File: src/rtl/alt_sv_gbt_tx_pll_dps_ctrl_if.sv
// Request and PLL-pin bundle for the TX frame-clock PLL dynamic-phase-shift sequencer.
// master: phase aligner plus PLL side (drives requests, locked, phase_done); slave: the sequencer.
interface alt_sv_gbt_tx_pll_dps_ctrl_if #(
  parameter int STEP_W = 8,
  parameter int POS_W  = 8
);
  logic              req_valid;
  logic              req_ready;
  logic [STEP_W-1:0] req_steps;
  logic              req_updn;
  logic [4:0]        req_cntsel;
  logic              pll_locked;
  logic              pll_phase_done;
  logic              pll_phase_en;
  logic              pll_updn;
  logic [4:0]        pll_cntsel;
  logic              busy;
  logic              done;
  logic              err;
  logic [POS_W-1:0]  phase_pos;

  modport master (
    output req_valid, req_steps, req_updn, req_cntsel, pll_locked, pll_phase_done,
    input  req_ready, pll_phase_en, pll_updn, pll_cntsel, busy, done, err, phase_pos
  );

  modport slave (
    input  req_valid, req_steps, req_updn, req_cntsel, pll_locked, pll_phase_done,
    output req_ready, pll_phase_en, pll_updn, pll_cntsel, busy, done, err, phase_pos
  );
endinterface

File: src/rtl/alt_sv_gbt_tx_pll_dps_ctrl.sv
// Steps the TX frame-clock PLL phase one DPS pulse at a time and tracks the modulo phase position.
// Optional phase_done watchdog is enabled by defining DPS_CTRL_TIMEOUT_EN.
//
// state      | meaning
// IDLE       | waiting for a request (ready only while lock_s)
// SETUP      | one cycle of cntsel/updn setup before phase_en
// ASSERT     | phase_en pulse, PULSE_CYCLES long
// WAIT_LOW   | waiting for phase_done to drop
// WAIT_HIGH  | waiting for phase_done to return; step complete
// GAP        | GAP_CYCLES idle between steps
// DONE       | one-cycle done pulse
module alt_sv_gbt_tx_pll_dps_ctrl #(
  parameter int STEP_W           = 8,
  parameter int POS_W            = 8,
  parameter int STEPS_PER_PERIOD = 144,
  parameter int TRACK_CNTSEL     = 0,
  parameter int PULSE_CYCLES     = 2,
  parameter int GAP_CYCLES       = 2,
  parameter int TIMEOUT_CYCLES   = 1024
) (
  input logic                         scanclk,
  input logic                         rst,
  alt_sv_gbt_tx_pll_dps_ctrl_if.slave bus
);

  localparam int CNT_MAX = (TIMEOUT_CYCLES > PULSE_CYCLES)
                         ? ((TIMEOUT_CYCLES > GAP_CYCLES) ? TIMEOUT_CYCLES : GAP_CYCLES)
                         : ((PULSE_CYCLES > GAP_CYCLES) ? PULSE_CYCLES : GAP_CYCLES);
  localparam int CNT_W = (CNT_MAX < 2) ? 1 : $clog2(CNT_MAX);
  localparam logic [POS_W-1:0] POS_LAST = POS_W'(STEPS_PER_PERIOD - 1);

  typedef enum logic [2:0] {
    ST_IDLE,
    ST_SETUP,
    ST_ASSERT,
    ST_WAIT_LOW,
    ST_WAIT_HIGH,
    ST_GAP,
    ST_DONE
  } state_t;

  state_t            state;
  state_t            state_d;
  logic [1:0]        lock_sync;
  logic              lock_s;
  logic              ready;
  logic              accept;
  logic              step_ok;
  logic              abort;
  logic              tmo_hit;
  logic [CNT_W-1:0]  cnt;
  logic [CNT_W-1:0]  cnt_load;
  logic [STEP_W-1:0] rem;
  logic              phase_en_q;
  logic              updn_q;
  logic [4:0]        cntsel_q;
  logic              err_q;
  logic [POS_W-1:0]  pos_q;

  always_ff @(posedge scanclk or posedge rst) begin
    if (rst) lock_sync <= 2'b00;
    else     lock_sync <= {lock_sync[0], bus.pll_locked};
  end

  assign lock_s = lock_sync[1];
  assign ready  = (state == ST_IDLE) && lock_s;
  assign accept = bus.req_valid && ready;

`ifdef DPS_CTRL_TIMEOUT_EN
  assign tmo_hit = (cnt == '0);
`else
  assign tmo_hit = 1'b0;
`endif

  always_comb begin
    state_d  = state;
    step_ok  = 1'b0;
    abort    = 1'b0;
    cnt_load = '0;
    case (state)
      ST_IDLE:      if (accept) state_d = (bus.req_steps == '0) ? ST_DONE : ST_SETUP;
      ST_SETUP:     state_d = ST_ASSERT;
      ST_ASSERT:    if (cnt == '0) state_d = ST_WAIT_LOW;
      ST_WAIT_LOW: begin
        if (!bus.pll_phase_done) state_d = ST_WAIT_HIGH;
        else if (tmo_hit)        abort   = 1'b1;
      end
      ST_WAIT_HIGH: begin
        if (bus.pll_phase_done) begin
          step_ok = 1'b1;
          state_d = (rem == STEP_W'(1)) ? ST_DONE : ST_GAP;
        end else if (tmo_hit) begin
          abort = 1'b1;
        end
      end
      ST_GAP:       if (cnt == '0) state_d = ST_ASSERT;
      ST_DONE:      state_d = ST_IDLE;
      default:      state_d = ST_IDLE;
    endcase
    // Lock loss wins over any step that happens to complete in the same cycle.
    if (!lock_s && (state != ST_IDLE) && (state != ST_DONE)) abort = 1'b1;
    if (abort) begin
      state_d = ST_IDLE;
      step_ok = 1'b0;
    end
    case (state_d)
      ST_ASSERT:                 cnt_load = CNT_W'(PULSE_CYCLES - 1);
      ST_GAP:                    cnt_load = CNT_W'(GAP_CYCLES - 1);
      ST_WAIT_LOW, ST_WAIT_HIGH: cnt_load = CNT_W'(TIMEOUT_CYCLES - 1);
      default:                   cnt_load = '0;
    endcase
  end

  always_ff @(posedge scanclk or posedge rst) begin
    if (rst) begin
      state      <= ST_IDLE;
      cnt        <= '0;
      rem        <= '0;
      phase_en_q <= 1'b0;
      updn_q     <= 1'b0;
      cntsel_q   <= '0;
      err_q      <= 1'b0;
      pos_q      <= '0;
    end else begin
      state <= state_d;
      if (state_d != state) cnt <= cnt_load;
      else if (cnt != '0)   cnt <= cnt - 1'b1;
      // Registered from the state so the pulse trails ASSERT by one cycle and lands at accept+2.
      phase_en_q <= (state == ST_ASSERT) && !abort;
      if (accept) begin
        rem      <= bus.req_steps;
        updn_q   <= bus.req_updn;
        cntsel_q <= bus.req_cntsel;
        err_q    <= 1'b0;
      end
      if (abort) err_q <= 1'b1;
      if (step_ok) begin
        rem <= rem - 1'b1;
        if (cntsel_q == 5'(TRACK_CNTSEL)) begin
          if (updn_q) pos_q <= (pos_q == POS_LAST) ? '0 : pos_q + 1'b1;
          else        pos_q <= (pos_q == '0) ? POS_LAST : pos_q - 1'b1;
        end
      end
    end
  end

  assign bus.req_ready    = ready;
  assign bus.pll_phase_en = phase_en_q;
  assign bus.pll_updn     = updn_q;
  assign bus.pll_cntsel   = cntsel_q;
  assign bus.busy         = (state != ST_IDLE);
  assign bus.done         = (state == ST_DONE);
  assign bus.err          = err_q;
  assign bus.phase_pos    = pos_q;

endmodule
File: src/flat_wrapper.sv
// flat-port wrapper written by rule: the top's interface ports become plain ports
module alt_sv_gbt_tx_pll_dps_ctrl_flat 
#(
  parameter int STEP_W           = 8,
  parameter int POS_W            = 8,
  parameter int STEPS_PER_PERIOD = 144,
  parameter int TRACK_CNTSEL     = 0,
  parameter int PULSE_CYCLES     = 2,
  parameter int GAP_CYCLES       = 2,
  parameter int TIMEOUT_CYCLES   = 1024
)
  (scanclk, rst, bus_req_valid, bus_req_steps, bus_req_updn, bus_req_cntsel, bus_pll_locked, bus_pll_phase_done, bus_req_ready, bus_pll_phase_en, bus_pll_updn, bus_pll_cntsel, bus_busy, bus_done, bus_err, bus_phase_pos);
  alt_sv_gbt_tx_pll_dps_ctrl_if #(.STEP_W(STEP_W), .POS_W(POS_W)) bus_i ();
  input logic scanclk;
  input logic rst;
  input wire logic [$bits(bus_i.req_valid)-1:0] bus_req_valid;
  input wire logic [$bits(bus_i.req_steps)-1:0] bus_req_steps;
  input wire logic [$bits(bus_i.req_updn)-1:0] bus_req_updn;
  input wire logic [$bits(bus_i.req_cntsel)-1:0] bus_req_cntsel;
  input wire logic [$bits(bus_i.pll_locked)-1:0] bus_pll_locked;
  input wire logic [$bits(bus_i.pll_phase_done)-1:0] bus_pll_phase_done;
  output wire logic [$bits(bus_i.req_ready)-1:0] bus_req_ready;
  output wire logic [$bits(bus_i.pll_phase_en)-1:0] bus_pll_phase_en;
  output wire logic [$bits(bus_i.pll_updn)-1:0] bus_pll_updn;
  output wire logic [$bits(bus_i.pll_cntsel)-1:0] bus_pll_cntsel;
  output wire logic [$bits(bus_i.busy)-1:0] bus_busy;
  output wire logic [$bits(bus_i.done)-1:0] bus_done;
  output wire logic [$bits(bus_i.err)-1:0] bus_err;
  output wire logic [$bits(bus_i.phase_pos)-1:0] bus_phase_pos;
  assign bus_i.req_valid = bus_req_valid;
  assign bus_i.req_steps = bus_req_steps;
  assign bus_i.req_updn = bus_req_updn;
  assign bus_i.req_cntsel = bus_req_cntsel;
  assign bus_i.pll_locked = bus_pll_locked;
  assign bus_i.pll_phase_done = bus_pll_phase_done;
  assign bus_req_ready = bus_i.req_ready;
  assign bus_pll_phase_en = bus_i.pll_phase_en;
  assign bus_pll_updn = bus_i.pll_updn;
  assign bus_pll_cntsel = bus_i.pll_cntsel;
  assign bus_busy = bus_i.busy;
  assign bus_done = bus_i.done;
  assign bus_err = bus_i.err;
  assign bus_phase_pos = bus_i.phase_pos;
  alt_sv_gbt_tx_pll_dps_ctrl #(.STEP_W(STEP_W), .POS_W(POS_W), .STEPS_PER_PERIOD(STEPS_PER_PERIOD), .TRACK_CNTSEL(TRACK_CNTSEL), .PULSE_CYCLES(PULSE_CYCLES), .GAP_CYCLES(GAP_CYCLES), .TIMEOUT_CYCLES(TIMEOUT_CYCLES)) u_core (.scanclk(scanclk), .rst(rst), .bus(bus_i));
endmodule
File: config.mk
export PLATFORM = sky130hd
export DESIGN_NAME = alt_sv_gbt_tx_pll_dps_ctrl_flat
export DESIGN_NICKNAME = d
export VERILOG_FILES = /design/src/rtl/alt_sv_gbt_tx_pll_dps_ctrl_if.sv /design/src/rtl/alt_sv_gbt_tx_pll_dps_ctrl.sv /design/src/flat_wrapper.sv
export SDC_FILE = /design/constraint.sdc
export NUM_CORES = 1
export LEC_CHECK = 0
export CAP_MARGIN = 0
export CORE_ASPECT_RATIO = 0.7
export CORE_MARGIN = 1
export CORE_UTILIZATION = 40
export DETAILED_ROUTE_END_ITERATION = 6
export SLEW_MARGIN = 20
export SYNTH_ARGS = -nofsm -noshare
export SYNTH_HDL_FRONTEND = slang
export SYNTH_SLANG_ARGS = --single-unit
File: constraint.sdc
create_clock -name scanclk -period 3.31 [get_ports scanclk]
set_clock_uncertainty 0.1 [all_clocks]
set_input_delay 0.662 -clock scanclk [delete_from_list [all_inputs] [get_ports scanclk]]
set_output_delay 0.662 -clock scanclk [all_outputs]
set_load 0.05 [all_outputs]
After elaboration in Yosys (flattened, before gate mapping)
Index checks and enable logic that the tools add are counted.
Cells by class
  add/sub/neg operators: 4
  equal/unequal tests: 14
  reductions and logical operators: 20
  multiplexer cells: 23
Operator list (number)
  2-to-1 mux 8 bit: 5
  2-to-1 mux 3 bit: 7
  2-to-1 mux 10 bit: 2
  case mux 10 bit (2 select lines): 1
  case mux 3 bit (6 select lines): 1
  logical NOT 8 bit: 2
  subtractor 8 x 1 -> 8 bit, second input constant: 2
  == test 3 bit, second input constant: 5
  == test 3 x 2 -> 1 bit, second input constant: 4
  logical NOT 10 bit: 1
  nonzero test 10 bit: 1
  subtractor 10 x 1 -> 10 bit, second input constant: 1
  adder 8 x 1 -> 8 bit, second input constant: 1
  == test 8 x 1 -> 1 bit, second input constant: 1
  == test 8 bit, second input constant: 1
  2-to-1 mux 1 bit: 6
  nonzero test 2 bit: 3
  logical AND 1 bit: 5
  logical NOT 5 bit: 1
  OR reduction 2 bit: 2
  == test 3 x 1 -> 1 bit, second input constant: 1
  logical NOT 3 bit: 1
  != test 3 bit: 1
  != test 3 bit, second input constant: 1
  other kinds (4): 5
Word-level totals
  input bits: 19
  word-level logic and storage cells: 70
  output and inout bits: 19
  register bits after elaboration: 39

Logic depth before layout (Yosys ltp)
  depth after elaboration: 10
  depth in mapped cells: 11
  mapped depth without buffers: 8

Least setup slack after synthesis
No wires, ideal clock.
  path type: register to register
  from: reg u_core.cnt[0]
  to: reg u_core.cnt[0]
  data required time: 3085 ps
  setup slack: 561 ps
  cell stages (with the launch flop): 12
  library setup time: 125 ps
  arrival: 2524 ps
  clock period less this slack: 2749 ps
  buffers on the path: 3
  path through: dfrtp_1 > inv_1 > ha_1 > or4b_4 > buf_6 > or4_1 > buf_2 > a31oi_1 > a221o_1 > nor3_1 > buf_6 > mux2_4
Between the ends
  word-level cells in the longest chain between the ends: 8
  elaborated cells on any way between the ends: 18
  those cells by class: add/sub: 1; eq/ne: 5; mux: 7; reduce/logical: 5
RTL lines
  from (decl): line alt_sv_gbt_tx_pll_dps_ctrl.sv:51  | logic [CNT_W-1:0] cnt;
  from (signal assigned): line alt_sv_gbt_tx_pll_dps_ctrl.sv:126  | if (state_d != state) cnt <= cnt_load;
  from (signal assigned): line alt_sv_gbt_tx_pll_dps_ctrl.sv:127  | else if (cnt != '0) cnt <= cnt - 1'b1;
  logical NOT 10 bit: line alt_sv_gbt_tx_pll_dps_ctrl.sv:83, alt_sv_gbt_tx_pll_dps_ctrl.sv:96
  2-to-1 mux 3 bit, on equally long branches: line alt_sv_gbt_tx_pll_dps_ctrl.sv:96, alt_sv_gbt_tx_pll_dps_ctrl.sv:83
  case mux 3 bit (6 select lines): line alt_sv_gbt_tx_pll_dps_ctrl.sv:80  | case (state)
  2-to-1 mux 3 bit: line alt_sv_gbt_tx_pll_dps_ctrl.sv:102  | if (abort) begin
  == test 3 x 2 -> 1 bit / == test 3 bit (equally long branches): line alt_sv_gbt_tx_pll_dps_ctrl.sv:106  | case (state_d)
  OR reduction 2 bit, on equally long branches
  case mux 10 bit (2 select lines): line alt_sv_gbt_tx_pll_dps_ctrl.sv:106
  2-to-1 mux 10 bit: line alt_sv_gbt_tx_pll_dps_ctrl.sv:126
Several ways; a longest one is shown, not always the timed one. The select of a mux whose other input is x is not followed.
A chain may end at the register's enable or synchronous reset.

Worst setup path in the final report
  from: reg u_core.lock_sync[1]
  to: out bus_req_ready
Between the ends
  word-level cells in the longest chain between the ends: 1
RTL lines
  from (decl): line alt_sv_gbt_tx_pll_dps_ctrl.sv:44  | logic [1:0] lock_sync;
  from (signal assigned): line alt_sv_gbt_tx_pll_dps_ctrl.sv:62  | else lock_sync <= {lock_sync[0], bus.pll_locked};
  logical AND 1 bit: line alt_sv_gbt_tx_pll_dps_ctrl.sv:66  | assign ready = (state == ST_IDLE) && lock_s;
  to (decl): line flat_wrapper.sv:22  | output wire logic [$bits(bus_i.req_ready)-1:0] bus_req_ready;
No other way between the ends.

==> out/results.txt <==
ys async rst share = 100%
Worst Tran Pin Value = 0.520 ns
TritonCTS Sinks = 39
Initial Utilization = 42.9%
Root Driver = clkbuf_8
met1 WL = 3480 um
simple-gate share of the synthesized area = 26.4%
# diodes = 0
Routed Antenna Nets = 0
register area share after synthesis = 38.5%
power density over the cells = 918 nW/um2
Post CTS Setup Buffer Count = 0
status = finished clean
synth warn = 0
IO buf count = 37
Hold Startpoint = u_core.lock_sync[0]$_DFF_PP0_
DR top layer = met4
largest net degree at the start of global routing = 40
#FFs+latches synth = 39
die footprint = 6660 um2
critical path type = reg -> out
CP delay by family, top = buffers and inverters
number of global-route vias before repair = 2130
Area Growth Syn to Fin = 24.6%
final setup vio count = 0
later-pin clock latency in the skew report = 0.29 ns
fin cells = 425
die height = 68.6 um
HP Class = reg -> reg
CP arrival = 2.26 ns
HPWL after DPL = 4570 um
floorplan core area = 5900 um2
max frequency = 331 MHz
DR vias/cell = 5.61
largest family of logic cells by synthesized area = simple AND/OR/NAND/NOR gates
max cap viols = 0
syn_nets = 329
initial antenna violation count = 0
# rows = 23
crit path launch = u_core.lock_sync[1]$_DFF_PP0_
global-route wire length before repair = 10700 um
leak pwr = 0.00135 uW
vias post-DR = 2383
Crit Path Max Fanout = 8
CTS resizes = 0
WL/cell = 15.2 um
Mapped Cells = 304
CTS Hold Bufs = 0
ys flop type = dfrtp_1
CP required = 2.55 ns
Buf/Inv on CP = 2
FF-to-FF setup slack = 0.51 ns
RR Startpoint = u_core.cnt[0]$_DFFE_PP0P_
mapped cell area = 2530 um2
TNS Setup = 0 ns
metal2 WL = 2550 um
dpl cells = 417
fin crit share = 91.4%
DR iter-0 viols = 197
fin crit period = 3.03 ns
DRC errors left = 0
final-report hold violation count = 0
Startpoint Class = flip-flop
Max IR drop VDD = 0.399 mV
Synth Area in Compound Gates = 19.0%
RSZ-0062 raised after global routing = false
Power Total = 2900 uW
Clk pin slew, worst setup/hold paths = 0.08 ns
H-tree level count = 2
xor/xnor share of the synthesized area = 3.11%
Hold Slack = 0.259 ns
# IOs = 38
Slew Limit Fails = 0
syn avg cell area = 8.33 um2
WL met3 = 395 um
share of cells above drive strength 1 = 10.0%
Detailed Routing Iterations Pass 1 = 4
post-synthesis mux area share = 4.15%
Setup crit end kind = primary output
Nets = 374
grt total ovfl = 0
number of synthesized flops with an enable pin = 0
worst stage delay on the critical path = 0.80 ns
Rel. slew slack = 65.3%
Slowest-stage cell, CP = clkdlybuf4s50_1
gpl congestion = 0.846
Total Routing Usage GR = 20.3%
Max Root-Sink Buffers = 2
Num CTS Buffers = 5
Adder-Cell Fraction of Synth Area = 2.96%
cells along the critical path = or4b_1, inv_2, clkdlybuf4s50_1
chip width = 97.1 um
TritonCTS clock tree = built
Post-Route WL = 6460 um
count of unique library cells instantiated by Yosys = 59
path summary, 6_finish.rpt:
| kind | to | cells after the start |
|---|---|---|
| worst max-delay path | bus_req_ready | 3 |
| worst min-delay path | u_core.lock_sync[1]$_DFF_PP0_ | 0 |
| worst max register to register | u_core.cnt[9]$_DFFE_PP0P_ | 9 |
| worst min register to register | u_core.lock_sync[1]$_DFF_PP0_ | 0 |
| max in group asynchronous | u_core.lock_sync[1]$_DFF_PP0_ | 3 |
| min in group asynchronous | u_core.bus.pll_updn$_DFFE_PP0N_ | 3 |
worst register-to-register path, delay by kind of cell (launching register included):
family	cells	cell delay, ns
multiplexers	1	0.16
flip-flops	1	0.39
buffers and inverters	2	0.32
AND/OR/NAND/NOR	2	1.03
AO/OA/AOI/OAI	3	0.48
adder cells (fa/ha/maj)	1	0.23
cells in the mapped netlist (3+ instances only):
cell      count  share of area (%)
or3_1         4               0.99
xor2_1        4                1.4
nor3_1       15                3.0
and3b_1       3                1.0
mux2i_1       9                3.6
nor2_1       21                3.1
o21ai_0      25                4.9
o22ai_1       3               0.74
a22oi_1       3               0.89
nand2_1      51                7.6
dfrtp_1      39                 39
a32oi_1       3                1.0
ha_1          6                3.0
clkbuf_1      9                1.3
xnor2_1       5                1.7
nand3_1       6                1.2
a21oi_1      16                3.2
inv_1        22                3.3
nor4_1        6                1.5
a211oi_1      3               0.89
power breakdown:
| part | switching [uW] | internal (uW) |
|---|---|---|
| registers | 187 | 646 |
| clock network | 179 | 244 |
| logic | 966 | 674 |
| total | 1330 | 1560 |
layer usage:
metal,vias to the layer above,global-route usage (%)
met5,-,0
met4,0,4.48
met3,4,4.13
met2,67,28.3
met1,1125,31.5
li1,1187,-
layout by cell type, fill, tap and decap left out, types with 5 or more instances in the layout:
| cell type | netlist | layout |
|---|---|---|
| nor4_1 | 6 | 6 |
| ha_1 | 6 | 6 |
| inv_1 | 22 | 22 |
| nand2_1 | 51 | 51 |
| nor3_1 | 15 | 14 |
| a21oi_1 | 16 | 16 |
| clkbuf_8 | 0 | 6 |
| nand3_1 | 6 | 6 |
| dfrtp_1 | 39 | 39 |
| mux2i_1 | 9 | 9 |
| clkdlybuf4s50_1 | 0 | 37 |
| buf_4 | 0 | 13 |
| xnor2_1 | 5 | 5 |
| nor2_1 | 21 | 21 |
| o21ai_0 | 25 | 25 |
through the flow:
step | worst slack, ns | area, um2 | utilization [%]
2_1_floorplan | 0.561 | 2530 | -
5_1_grt | 0.200 | 3160 | 53.5
3_5_place_dp | 0.204 | 3040 | 51.5
4_1_cts | 0.285 | 3160 | 53.5
6_report | 0.284 | 3160 | 53.5
3_3_place_gp | 0.241 | 3040 | 51.5
cell type report:
cell class	count	area, um2
multi-input combinational	230	1420
sequential	39	976
inverter	23	86.3
clock buffer	6	82.6
timing repair buffer	50	468
tap	75	93.8
fill	534	2740
clock inverter	2	35.0
cells by family (layout without fill, tap and decap cells):
| family | count (synthesis) | after routing |
|---|---|---|
| and+or+nand+nor | 130 | 130 |
| AOI/OAI and AO/OA | 75 | 75 |
| DFF | 39 | 39 |
| buffers and inverters | 35 | 81 |
| muxes | 10 | 10 |
| xor gates and xnor gates | 9 | 9 |
| adders and majority gates | 6 | 6 |
flip-flops by register name, indices dropped and copies added (netlist names):
name and count:
u_core.cnt 10, u_core.bus.phase_pos 8, u_core.rem 8, u_core.bus.pll_cntsel 5, u_core.state 3, u_core.lock_sync 2, u_core.bus.err 1, u_core.bus.pll_phase_en 1
u_core.bus.pll_updn 1
Power figures use the tool's default switching activity.
